$ cat config.mk
export PLATFORM = sky130hd
export DESIGN_NAME = waterfall_addr_gen_flat
export DESIGN_NICKNAME = d
export VERILOG_FILES = /design/src/rtl/waterfall_pkg.sv /design/src/rtl/waterfall_addr_gen_if.sv /design/src/rtl/waterfall_addr_gen_fft_ring_ptr.sv /design/src/rtl/waterfall_addr_gen.sv /design/src/flat_wrapper.sv
export SDC_FILE = /design/constraint.sdc
export NUM_CORES = 1
export LEC_CHECK = 0
export ABC_AREA = 1
export CAP_MARGIN = 0
export CORE_ASPECT_RATIO = 1.5
export CORE_MARGIN = 4
export CORE_UTILIZATION = 45
export DETAILED_ROUTE_END_ITERATION = 8
export GPL_ROUTABILITY_DRIVEN = 0
export PLACE_DENSITY_LB_ADDON = 0.05
export SYNTH_ARGS = -nofsm -noshare
export SYNTH_HDL_FRONTEND = slang
export SYNTH_HIERARCHICAL = 1
export SYNTH_SLANG_ARGS = --single-unit
$ cat constraint.sdc
create_clock -name clk -period 2.5 [get_ports clk]
set_input_delay 0.5 -clock clk [delete_from_list [all_inputs] [get_ports clk]]
set_output_delay 0.5 -clock clk [all_outputs]
set_load 0.03 [all_outputs]
$ cat src/rtl/waterfall_pkg.sv
// Shared constants and slot-to-RAM mapping for the spectrogram waterfall address path.
package waterfall_pkg;

    localparam int unsigned DEF_BINS           = 128;
    localparam int unsigned DEF_RAM_ADDR_WIDTH = 12;
    localparam int unsigned DEF_NO_FFTS        = 50;

    localparam int unsigned BIN_W         = $clog2(DEF_BINS);
    localparam int unsigned FFT_IDX_W     = $clog2(DEF_NO_FFTS);
    localparam int unsigned FFTS_PER_BANK = 2 ** (DEF_RAM_ADDR_WIDTH - BIN_W);

    typedef struct packed {
        logic [31:0] bank;
        logic [31:0] addr;
    } bank_addr_t;

    // Each bank holds 2^(ram_addr_width-bin_w) FFT rows of 2^bin_w bins.
    function automatic bank_addr_t slot_to_bank_addr(input int unsigned slot,
                                                     input int unsigned bin,
                                                     input int unsigned bin_w,
                                                     input int unsigned ram_addr_width);
        int unsigned fpb_log2;
        bank_addr_t  r;
        fpb_log2 = ram_addr_width - bin_w;
        r.bank   = slot >> fpb_log2;
        r.addr   = ((slot & ((32'd1 << fpb_log2) - 32'd1)) << bin_w) | bin;
        return r;
    endfunction

endpackage

$ cat src/rtl/waterfall_addr_gen_if.sv
// Pixel-side request and RAM-side read-select bundle of the waterfall address generator.
interface waterfall_addr_gen_if #(
    parameter int unsigned COORDW         = 16,
    parameter int unsigned NO_BANKS       = 2,
    parameter int unsigned RAM_ADDR_WIDTH = 12
);
    logic [COORDW-1:0]         x;
    logic [COORDW-1:0]         y;
    logic                      pix_valid;
    logic                      frame_start;
    logic [NO_BANKS-1:0]       rd_bank_select;
    logic [RAM_ADDR_WIDTH-1:0] rd_address;
    logic                      rd_valid;
    logic                      rd_in_window;

    modport master (
        output x, y, pix_valid, frame_start,
        input  rd_bank_select, rd_address, rd_valid, rd_in_window
    );

    modport slave (
        input  x, y, pix_valid, frame_start,
        output rd_bank_select, rd_address, rd_valid, rd_in_window
    );
endinterface

$ cat src/rtl/waterfall_addr_gen_fft_ring_ptr.sv
// FFT history ring pointer with a per-frame snapshot so a displayed frame never tears.
module fft_ring_ptr #(
    parameter int unsigned NO_FFTS = 50,
    parameter int unsigned IDX_W   = 6,
    parameter int unsigned CNT_W   = 6
) (
    input  logic             clk,
    input  logic             rst_n,
    input  logic             fft_commit,
    input  logic             frame_start,
    output logic [IDX_W-1:0] wr_idx,
    output logic [IDX_W-1:0] oldest_idx,
    output logic [IDX_W-1:0] oldest_snap,
    output logic [IDX_W-1:0] newest_snap,
    output logic [CNT_W-1:0] filled_snap
);
    localparam logic [IDX_W-1:0] LAST = IDX_W'(NO_FFTS - 1);
    localparam logic [CNT_W-1:0] FULL = CNT_W'(NO_FFTS);

    logic [CNT_W-1:0] filled;
    logic [IDX_W-1:0] newest;

    always_comb begin
        oldest_idx = (filled == FULL) ? wr_idx : '0;
        newest     = (wr_idx == '0) ? LAST : wr_idx - IDX_W'(1);
    end

    // Snapshot samples the registered (pre-commit) values when both pulses coincide.
    always_ff @(posedge clk or negedge rst_n) begin
        if (!rst_n) begin
            wr_idx      <= '0;
            filled      <= '0;
            oldest_snap <= '0;
            newest_snap <= '0;
            filled_snap <= '0;
        end else begin
            if (fft_commit) begin
                wr_idx <= (wr_idx == LAST) ? '0 : wr_idx + IDX_W'(1);
                if (filled != FULL)
                    filled <= filled + CNT_W'(1);
            end
            if (frame_start) begin
                oldest_snap <= oldest_idx;
                newest_snap <= newest;
                filled_snap <= filled;
            end
        end
    end
endmodule

$ cat src/rtl/waterfall_addr_gen.sv
// Three-stage display-coordinate to FFT-history bank/address translator.
module waterfall_addr_gen
    import waterfall_pkg::*;
#(
    parameter int unsigned NO_BANKS       = 2,
    parameter int unsigned COORDW         = 16,
    parameter int unsigned RAM_ADDR_WIDTH = 12,
    parameter int unsigned NO_FFTS        = 50,
    parameter int unsigned BINS           = 128,
    parameter int unsigned X_SCALE_LOG2   = 2,
    parameter int unsigned Y_SCALE_LOG2   = 4,
    parameter int unsigned H_BIAS         = 64,
    parameter int unsigned V_BIAS         = 60,
    parameter int unsigned NEWEST_ON_TOP  = 0
) (
    input  logic                       clk,
    input  logic                       rst_n,
    waterfall_addr_gen_if.slave        pix,
    input  logic                       fft_commit,
    output logic [$clog2(NO_FFTS)-1:0] wr_fft_idx,
    output logic [$clog2(NO_FFTS)-1:0] oldest_idx
);
    localparam int unsigned IDX_W  = $clog2(NO_FFTS);
    localparam int unsigned CNT_W  = $clog2(NO_FFTS + 1);
    localparam int unsigned BW     = $clog2(BINS);
    localparam logic [IDX_W:0] NF  = (IDX_W + 1)'(NO_FFTS);

    logic [IDX_W-1:0] oldest_snap, newest_snap;
    logic [CNT_W-1:0] filled_snap;

    fft_ring_ptr #(
        .NO_FFTS (NO_FFTS),
        .IDX_W   (IDX_W),
        .CNT_W   (CNT_W)
    ) u_ring (
        .clk         (clk),
        .rst_n       (rst_n),
        .fft_commit  (fft_commit),
        .frame_start (pix.frame_start),
        .wr_idx      (wr_fft_idx),
        .oldest_idx  (oldest_idx),
        .oldest_snap (oldest_snap),
        .newest_snap (newest_snap),
        .filled_snap (filled_snap)
    );

    // S1: window test; the extra MSB of dx/dy flags coordinates left of / above the window.
    logic [COORDW:0]   dx, dy;
    logic [COORDW-1:0] col, row;
    logic              win1;

    always_comb begin
        dx   = {1'b0, pix.x} - (COORDW + 1)'(H_BIAS);
        dy   = {1'b0, pix.y} - (COORDW + 1)'(V_BIAS);
        col  = dx[COORDW-1:0] >> X_SCALE_LOG2;
        row  = dy[COORDW-1:0] >> Y_SCALE_LOG2;
        win1 = pix.pix_valid & ~dx[COORDW] & ~dy[COORDW]
             & (col < COORDW'(BINS)) & (row < COORDW'(filled_snap));
    end

    logic             s1_valid, s1_win;
    logic [IDX_W-1:0] s1_row;
    logic [BW-1:0]    s1_bin;

    always_ff @(posedge clk or negedge rst_n) begin
        if (!rst_n) begin
            s1_valid <= 1'b0;
            s1_win   <= 1'b0;
            s1_row   <= '0;
            s1_bin   <= '0;
        end else begin
            s1_valid <= pix.pix_valid;
            s1_win   <= win1;
            s1_row   <= row[IDX_W-1:0];
            s1_bin   <= col[BW-1:0];
        end
    end

    // S2: row to ring slot; row < NO_FFTS so a single correction suffices.
    logic [IDX_W:0]   sum, diff;
    logic [IDX_W-1:0] slot2;

    always_comb begin
        sum  = {1'b0, oldest_snap} + {1'b0, s1_row};
        if (sum >= NF)
            sum = sum - NF;
        diff = {1'b0, newest_snap} - {1'b0, s1_row};
        if (diff[IDX_W])
            diff = diff + NF;
        slot2 = (NEWEST_ON_TOP != 0) ? diff[IDX_W-1:0] : sum[IDX_W-1:0];
    end

    logic             s2_valid, s2_win;
    logic [IDX_W-1:0] s2_slot;
    logic [BW-1:0]    s2_bin;

    always_ff @(posedge clk or negedge rst_n) begin
        if (!rst_n) begin
            s2_valid <= 1'b0;
            s2_win   <= 1'b0;
            s2_slot  <= '0;
            s2_bin   <= '0;
        end else begin
            s2_valid <= s1_valid;
            s2_win   <= s1_win;
            s2_slot  <= slot2;
            s2_bin   <= s1_bin;
        end
    end

    // S3: bank decode and output registers.
    bank_addr_t          ba;
    logic [NO_BANKS-1:0] bank_oh;
    logic                unused_ba_bits;

    always_comb begin
        ba      = slot_to_bank_addr(32'(s2_slot), 32'(s2_bin), BW, RAM_ADDR_WIDTH);
        bank_oh = '0;
        for (int unsigned b = 0; b < NO_BANKS; b++)
            bank_oh[b] = (ba.bank == b);
        unused_ba_bits = ^ba.addr[31:RAM_ADDR_WIDTH];
    end

    always_ff @(posedge clk or negedge rst_n) begin
        if (!rst_n) begin
            pix.rd_bank_select <= '0;
            pix.rd_address     <= '0;
            pix.rd_in_window   <= 1'b0;
            pix.rd_valid       <= 1'b0;
        end else begin
            pix.rd_bank_select <= s2_win ? bank_oh : '0;
            pix.rd_address     <= s2_win ? ba.addr[RAM_ADDR_WIDTH-1:0] : '0;
            pix.rd_in_window   <= s2_win;
            pix.rd_valid       <= s2_valid;
        end
    end
endmodule
$ cat src/flat_wrapper.sv
// flat-port wrapper written by rule: the top's interface ports become plain ports
module waterfall_addr_gen_flat import waterfall_pkg::*;
#(
    parameter int unsigned NO_BANKS       = 2,
    parameter int unsigned COORDW         = 16,
    parameter int unsigned RAM_ADDR_WIDTH = 12,
    parameter int unsigned NO_FFTS        = 50,
    parameter int unsigned BINS           = 128,
    parameter int unsigned X_SCALE_LOG2   = 2,
    parameter int unsigned Y_SCALE_LOG2   = 4,
    parameter int unsigned H_BIAS         = 64,
    parameter int unsigned V_BIAS         = 60,
    parameter int unsigned NEWEST_ON_TOP  = 0
)
  (clk, rst_n, fft_commit, wr_fft_idx, oldest_idx, pix_x, pix_y, pix_pix_valid, pix_frame_start, pix_rd_bank_select, pix_rd_address, pix_rd_valid, pix_rd_in_window);
  waterfall_addr_gen_if #(.COORDW(COORDW), .NO_BANKS(NO_BANKS), .RAM_ADDR_WIDTH(RAM_ADDR_WIDTH)) pix_i ();
  input  logic clk;
  input  logic rst_n;
  input  logic fft_commit;
  output logic [$clog2(NO_FFTS)-1:0] wr_fft_idx;
  output logic [$clog2(NO_FFTS)-1:0] oldest_idx;
  input wire logic [$bits(pix_i.x)-1:0] pix_x;
  input wire logic [$bits(pix_i.y)-1:0] pix_y;
  input wire logic [$bits(pix_i.pix_valid)-1:0] pix_pix_valid;
  input wire logic [$bits(pix_i.frame_start)-1:0] pix_frame_start;
  output wire logic [$bits(pix_i.rd_bank_select)-1:0] pix_rd_bank_select;
  output wire logic [$bits(pix_i.rd_address)-1:0] pix_rd_address;
  output wire logic [$bits(pix_i.rd_valid)-1:0] pix_rd_valid;
  output wire logic [$bits(pix_i.rd_in_window)-1:0] pix_rd_in_window;
  assign pix_i.x = pix_x;
  assign pix_i.y = pix_y;
  assign pix_i.pix_valid = pix_pix_valid;
  assign pix_i.frame_start = pix_frame_start;
  assign pix_rd_bank_select = pix_i.rd_bank_select;
  assign pix_rd_address = pix_i.rd_address;
  assign pix_rd_valid = pix_i.rd_valid;
  assign pix_rd_in_window = pix_i.rd_in_window;
  waterfall_addr_gen #(.NO_BANKS(NO_BANKS), .COORDW(COORDW), .RAM_ADDR_WIDTH(RAM_ADDR_WIDTH), .NO_FFTS(NO_FFTS), .BINS(BINS), .X_SCALE_LOG2(X_SCALE_LOG2), .Y_SCALE_LOG2(Y_SCALE_LOG2), .H_BIAS(H_BIAS), .V_BIAS(V_BIAS), .NEWEST_ON_TOP(NEWEST_ON_TOP)) u_core (.clk(clk), .rst_n(rst_n), .pix(pix_i), .fft_commit(fft_commit), .wr_fft_idx(wr_fft_idx), .oldest_idx(oldest_idx));
endmodule
==> metrics, run 1 <==
Setup crit end kind primary output; placed insts 558; root buf cell clkbuf_8; I/O pin cnt 65; Mapped Area 3450 sq um; drt initial violations 67; final setup vio count 0; Critical Path RT roughly 2.0 ns; die area 9170 sq um; kind of critical path reg2out; first-pass GRT wire length 11000 um; vias in the first global route 2632; hold-fix buffers at CTS 0; Die X 79.5 um; CP Data Arrival Time 1.88 ns; clk_lat worst skew 0.34 ns; Final Cell Area 4420 sq um; Max-Cap Viols 0; CP max FO 7; CTS Buffer Depth 2; pin count of the biggest net entering global routing 71; TritonCTS Buffers 9; RSZ-0062 raised after global routing no; GRT overflow 0; Reg clk slew, reported paths about 0.07 ns; DP Area 4210 sq um; Power Dens Cells 680 nW/um^2; highest achievable clock rate 0.421 GHz; Initial DRT Pass Iterations 4; Nets 528; Post-Layout Cell Count 577; final WL between 6000 and 7000 um; H-tree depth 3; Worst Max-Slew Pin Slew 0.442 ns; Max Slew Vio Count 0; cell with the most instances on the worst path nor2_4; post-synthesis net count 452; Clock Skew 0.00423 ns; CTS tree built; CP peak stage delay 0.43 ns; Port Buffer Count 60; ant diodes 0; vias per cell 4.64; Core ar. 7370 sq um; Mapped Cells approximately 400; synthesis-to-layout area growth 28.0%; via count 2680; Slowest cell on crit path dfrtp_1; Leakage 2.37 nW; normalized max-slew margin 0.705; Final Power 3.01 mW; Die Y 115 um; row count 38; DR WL/cell 11.2 um; clock sink count 70; Mean Syn Cell Area 8.72 sq um; total global-route track usage 0.156; post-route ant nets 0; final hold vios 0; Detailed Place HPWL 4930 um; Initial Util 0.469; antenna violations before repair 0; layout cells sized above 1 0.126; status finished clean; drc violations 0; fin crit share 0.951; YS warnings 6; VDD IR max 0.454 mV; Critical Path Start Type flip-flop; Period minus WS final 2.38 ns; Hold/Removal Path Class in2async; critical-path cell list inv_2 -> ha_1 -> nand2_1 -> nor2_4 -> inv_4 -> nor2_4 -> dlygate4sd2_1
through the flow:
stage | worst slack, ns | TNS [ns] | hold slack, ns | util
2_1_floorplan | 0.266 | 0 | 0.204 | -
3_3_place_gp | -0.171 | -0.171 | 0.332 | 0.572
3_5_place_dp | -0.234 | -0.234 | 0.336 | 0.572
4_1_cts | 0.0662 | 0 | 0.174 | 0.593
5_1_grt | 0.00771 | 0 | 0.190 | 0.600
6_report | 0.123 | 0 | 0.184 | 0.600
report_power, final:
| part | leakage, nW | internal (mW) | switching, mW |
|---|---|---|---|
| Combinational | 1.40 | 0.330 | 0.466 |
| Sequential | 0.885 | 1.29 | 0.146 |
| Clock | 0.0861 | 0.382 | 0.389 |
sequential cells by signal (all words and copies together), names as in the netlist, 2 cells and up:
register                   count
u_core/pix.rd_address         12
u_core/s1_bin                  7
u_core/s2_slot                 6
u_core/u_ring/filled           6
u_core/u_ring/wr_idx           6
u_core/pix.rd_bank_select      2
u_core/s2_bin                  7
u_core/u_ring/oldest_snap      6
u_core/u_ring/filled_snap      6
u_core/s1_row                  6
repair_timing:
action,4_1_cts,5_1_grt
setup endpoints to repair,6,4
setup buffers,0,3
gates resized for setup,6,13
pin swaps,0,12
cell type report:
cell class	instances	area, sq um
Sequential cell	70	1750
Clock inverter	4	22.5
Timing Repair Buffer	71	699
Tap cell	100	125
Fill cell	656	2950
Clock buffer	12	145
Multi-Input combinational cell	252	1420
Inverter	68	258
final timing paths:
kind                                              start                      endpoint  slack [ns]  cells past startpoint
max                             u_core/u_ring/filled[0]                 oldest_idx[5]        0.12                      7
min                                               rst_n  u_core/pix.rd_bank_select[1]        0.18                      2
max reg2reg                u_core/u_ring/oldest_snap[0]             u_core/s2_slot[4]        0.34                      9
min reg2reg                             u_core/s2_valid           u_core/pix.rd_valid        0.35                      0
max in group asynchronous                         rst_n                 u_core/s2_win        2.04                      2
min in group clk                        u_core/s2_valid           u_core/pix.rd_valid        0.35                      0
metal layers:
| layer | up-vias | GRT usage | share of wire |
|---|---|---|---|
| met4 | 0 | 0.0849 | 0.024 |
| li1 | 1371 | - | - |
| met5 | - | 0 | 0 |
| met3 | 13 | 0.0400 | 0.046 |
| met1 | 1242 | 0.167 | 0.40 |
| met2 | 54 | 0.278 | 0.53 |
cell usage in the layout (no fill, tap or decap), types with 4 or more instances in the layout:
cell type	count
nand2_1	110
dfrtp_1	70
inv_1	62
clkdlybuf4s50_1	48
nor2_1	28
nand3_1	24
ha_1	18
clkbuf_8	10
o21ai_0	10
buf_4	10
xor2_1	8
nor2_4	8
nand2_2	7
nand4_1	6
dlymetal6s2s_1	5
a21oi_1	5
inv_2	5
nor2_2	4
nand3_2	4
o21ai_1	4
worst max-delay path, delay by kind of cell (launching register included):
family | cells | cell delay, ns
DFF | 1 | 0.43
buffers and inverters | 3 | 0.61
and+or+nand+nor | 3 | 0.35
adders and majority gates | 1 | 0.14
(Power assumes the default switching activity.)
==> run 2: changes to the inputs <==
--- a/config.mk
+++ b/config.mk
@@ -9,7 +9,7 @@
 export CAP_MARGIN = 0
 export CORE_ASPECT_RATIO = 1.5
 export CORE_MARGIN = 4
-export CORE_UTILIZATION = 45
+export CORE_UTILIZATION = 57
 export DETAILED_ROUTE_END_ITERATION = 8
 export GPL_ROUTABILITY_DRIVEN = 0
 export PLACE_DENSITY_LB_ADDON = 0.05
==> constraint.sdc (replaced) <==
create_clock -name clk -period 2.9 [get_ports clk]
set_input_delay 0.58 -clock clk [delete_from_list [all_inputs] [get_ports clk]]
set_output_delay 0.58 -clock clk [all_outputs]
set_load 0.03 [all_outputs]
==> metrics, run 2 (same netlist as run 1, synthesis figures left out) <==
VDD IR max 0.507 mV; first-pass GRT wire length 11900 um; hold-fix buffers at CTS 0; Initial Util 0.593; CTS tree built; Comb power frac 0.247; final setup vio count 0; highest achievable clock rate 0.360 GHz; Worst Max-Slew Pin Slew around 0.5 ns; Core ar. 5830 sq um; Critical Path RT about 2.3 ns; CTS Buffer Depth 2; Critical Path Start Type flip-flop; fill cell count 459; Flop pwr share 0.449; Die X ~72 um; most common cell after layout, fill and taps aside nand2_1; clock sink count 70; Initial DRT Pass Iterations 4; GRT overflow 0; top flop regs u_core/pix.rd_address x12, u_core/s1_bin x7, u_core/s2_bin x7; total global-route track usage 0.207; Reg clk slew, reported paths 0.08 ns; Power Dens Cells 633 nW/um^2; Max-Cap Viols 0; final hold vios 0; drt initial violations 127; Leakage 2.30 nW; Nets 522; layout cells sized above 1 0.108; Port Buffer Count 60; vias per cell 4.92; Switching Share 0.323; via count roughly 2700; clock power share 0.304; post-route ant nets 0; vias in the first global route 2779; fin crit share 0.958; setup_tns 0 ns; RSZ-0062 raised after global routing no; Hold/Removal Path Class in2async; Final Power ~2.8 mW; Max Slew Vio Count 0; Detailed Place HPWL 5200 um; Int Power roughly 1.9 mW; final WL about 6800 um; setup bufs post-CTS 0; H-tree depth 3; Resize count post-CTS 0; DR WL/cell approximately 12 um; NetSw 891 uW; kind of critical path reg2out; Period minus WS final 2.78 ns; CP Data Arrival Time 2.20 ns; I/O pin cnt 65; Clock Skew 0.00893 ns; drc violations 0; antenna violations before repair 0; commonest non-fill, non-tap cells in the layout nand2_1, dfrtp_1, inv_1; max reg flops 12; Reg with most FFs u_core/pix.rd_address; clk_lat worst skew approximately 0.34 ns; TritonCTS Buffers 9; root buf cell clkbuf_8; Die Y 103 um; normalized max-slew margin 0.674; Setup crit end kind primary output; synthesis-to-layout area growth 26.1%; pin count of the biggest net entering global routing 27; die area 7400 sq um; ant diodes 0; row count 34; status finished clean; CP max FO 7
[run 2: changes by cell type in the layout (fill, tap and decap cells not counted), moves of 3 or more]
cell,delta
dlygate4sd2_1,-3
clkdlybuf4s15_1,-3
dlymetal6s2s_1,-5
buf_4,-5
clkdlybuf4s50_1,+11
[run 2: metal layers]
metal | part of all wire | GRT usage | vias up
met5 | 0 | 0 | -
met4 | 0.027 | 0.101 | 0
met3 | 0.040 | 0.0426 | 19
met2 | 0.55 | 0.386 | 60
met1 | 0.38 | 0.221 | 1230
li1 | - | - | 1362
[run 2: worst max-delay path, cell delays in order (launching register included)]
cell and delay (ns):
dfrtp_1 0.44, inv_2 0.10, ha_1 0.14, nand2_1 0.08, nor2_4 0.17, inv_4 0.11, nor2_4 0.12, clkdlybuf4s50_1 0.68
[run 2: path summary, 6_finish.rpt]
check                      cells past startpoint                         start                  end  slack [ns]
max                                            7       u_core/u_ring/filled[0]        oldest_idx[1]        0.12
min                                            1                         rst_n    u_core/s2_slot[1]        0.19
max reg2reg                                    9  u_core/u_ring/oldest_snap[0]    u_core/s2_slot[1]        0.73
min reg2reg                                    0               u_core/s2_valid  u_core/pix.rd_valid        0.35
max in group asynchronous                      2                         rst_n      u_core/s2_valid        2.00
min in group clk                               0               u_core/s2_valid  u_core/pix.rd_valid        0.35
[run 2: cell type report]
| type | instances | area (sq um) | area share |
|---|---|---|---|
| Sequential cell | 70 | 1750 | 0.402 |
| Multi-Input combinational cell | 252 | 1410 | 0.324 |
| Timing Repair Buffer | 65 | 633 | 0.145 |
| Inverter | 68 | 258 | 0.0592 |
| Clock buffer | 10 | 128 | 0.0293 |
| Tap cell | 72 | 90.1 | 0.0207 |
| Clock inverter | 6 | 86.3 | 0.0198 |
[run 2: power by group through the flow]
stage | logic, mW | registers [mW] | clock network, mW
5_1_grt | 0.773 | 1.26 | 0.909
4_1_cts | 0.686 | 1.24 | 0.855
6_report | 0.681 | 1.24 | 0.840
2_1_floorplan | 0.398 | 1.30 | 0
3_5_place_dp | 0.681 | 1.26 | 0
3_3_place_gp | 0.655 | 1.25 | 0
[run 2: per-stage QoR]
step | setup slack (ns) | instances | hold slack [ns] | util | area [sq um]
6_report | 0.121 | 543 | 0.192 | 0.748 | 4360
5_1_grt | 0.00761 | 543 | 0.214 | 0.748 | 4360
4_1_cts | 0.101 | 543 | 0.193 | 0.748 | 4360
3_5_place_dp | 0.00807 | 527 | 0.335 | 0.711 | 4140
3_3_place_gp | 0.137 | 527 | 0.331 | 0.711 | 4140
2_1_floorplan | 0.586 | 396 | 0.284 | - | 3450
==> run 3: changes to the inputs <==
--- a/config.mk
+++ b/config.mk
@@ -7,12 +7,13 @@
 export LEC_CHECK = 0
 export ABC_AREA = 1
 export CAP_MARGIN = 0
-export CORE_ASPECT_RATIO = 1.5
+export CORE_ASPECT_RATIO = 0.9
 export CORE_MARGIN = 4
 export CORE_UTILIZATION = 57
 export DETAILED_ROUTE_END_ITERATION = 8
 export GPL_ROUTABILITY_DRIVEN = 0
 export PLACE_DENSITY_LB_ADDON = 0.05
+export SKIP_CTS_REPAIR_TIMING = 1
 export SYNTH_ARGS = -nofsm -noshare
 export SYNTH_HDL_FRONTEND = slang
 export SYNTH_HIERARCHICAL = 1
==> metrics, run 3 (same netlist as run 1, synthesis figures left out) <==
status finished clean; Critical Path RT 2.32 ns; CP Data Arrival Time about 2.2 ns; setup_tns 0 ns; Max-Cap Viols 0; normalized max-slew margin 0.620; met1 wire length 2680 um; VDD IR max approximately 0.46 mV; met3 wire length roughly 350 um; antenna violations before repair 0; clk_lat worst skew 0.34 ns; post-route ant nets 0; pin count of the biggest net entering global routing 33; via count 2637; ant diodes 0; die area 7370 sq um; Reg with most FFs u_core/pix.rd_address; H-tree depth 3; CTS tree built; GRT overflow 0; Critical Path Start Type flip-flop; DP Area 4150 sq um; Final Cell Area 4430 sq um; hold slack final 0.232 ns; final setup vio count 0; DR WL met2 3170 um; drt initial violations 76; clock sink count 70; commonest non-fill, non-tap cells in the layout nand2_1, dfrtp_1, inv_1; I/O pin cnt 65; row count 26; Reg clk slew, reported paths 0.07 ns; final hold vios 0; drc violations 0; Initial Util 0.597; vias per cell 4.88; max reg flops 12; Clock Skew 0.00804 ns; Die X about 90 um; DR WL/cell 11.6 um; top flop regs u_core/pix.rd_address x12, u_core/s1_bin x7, u_core/s2_bin x7; Period minus WS final 2.76 ns; highest achievable clock rate 0.363 GHz; Setup crit end kind primary output; total global-route track usage 0.191; Top Metal Used met4; Worst Max-Slew Pin Slew 0.570 ns; Core ar. roughly 5800 sq um; RSZ-0062 raised after global routing no; layout cells sized above 1 0.109; Power Dens Cells 671 nW/um^2; CP max FO 7; most common cell after layout, fill and taps aside nand2_1; Hold/Removal Path Class in2async; Detailed Place HPWL 4810 um; CTS Buffer Depth 2; final WL 6240 um; first-pass GRT wire length 11200 um; Nets roughly 520; Final Util 0.764; fin crit share 0.951; synthesis-to-layout area growth 28.1%; Max Slew Vio Count 0; kind of critical path reg2out; Port Buffer Count 60; vias in the first global route 2627; Die Y 81.9 um; Leakage 2.33 nW; TritonCTS Buffers 9; Initial DRT Pass Iterations 4; root buf cell clkbuf_8
run 3: cell count changes in the layout (fill, tap and decap cells not counted):
cell        previous run  this run
buf_12                 0         1
clkinv_2               2         0
clkbuf_8               9        11
bufinv_16              2         4
clkbuf_1               1         0
buf_4                  5         3
clkinvlp_4             1         0
run 3: critical path: stages (launching register included):
cell and delay (ns):
dfrtp_1 0.44, inv_2 0.11, ha_1 0.15, nand2_1 0.08, nor2_4 0.17, inv_4 0.11
nor2_4 0.10, clkdlybuf4s50_1 0.67
run 3: report_power, final:
part | total [mW] | switching, mW | internal, mW
Combinational | 0.678 | 0.405 | 0.273
Sequential | 1.24 | 0.128 | 1.11
Clock | 1.05 | 0.343 | 0.707
run 3: per-layer routing:
layer | vias up | track usage
met5 | - | 0
met4 | 0 | 0.0596
met3 | 4 | 0.0559
met2 | 61 | 0.348
met1 | 1217 | 0.222
li1 | 1355 | -
run 3: cell type report:
cell class	instances	area, sq um
clock buffer	11	151
clock inverter	5	129
fill	421	1370
inverter	68	258
multi-input combinational	252	1410
sequential	70	1750
tap	70	87.6
timing repair buffer	64	638
run 3: path summary, 6_finish.rpt:
kind | start | endpoint | slack (ns) | cells past startpoint
hold reg to reg | u_core/s1_bin[0] | u_core/s2_bin[0] | 0.35 | 0
setup / recovery | u_core/u_ring/filled[0] | oldest_idx[4] | 0.14 | 7
hold / removal | rst_n | u_core/u_ring/wr_idx[3] | 0.23 | 1
max in group asynchronous | rst_n | u_core/s2_bin[6] | 2.05 | 2
min in group clk | u_core/s1_bin[0] | u_core/s2_bin[0] | 0.35 | 0
setup reg to reg | u_core/u_ring/oldest_snap[0] | u_core/s2_slot[4] | 0.75 | 9
run 3: through the flow:
| step | total power [mW] | setup WS (ns) | std cells |
|---|---|---|---|
| after floorplan | 1.70 | 0.586 | 396 |
| after global placement | 1.91 | 0.125 | 524 |
| after detailed placement | 1.93 | 0.0305 | 524 |
| after CTS | 3.00 | 0.118 | 540 |
| after global routing | 3.15 | 0.000252 | 540 |
| final | 2.97 | 0.143 | 540 |
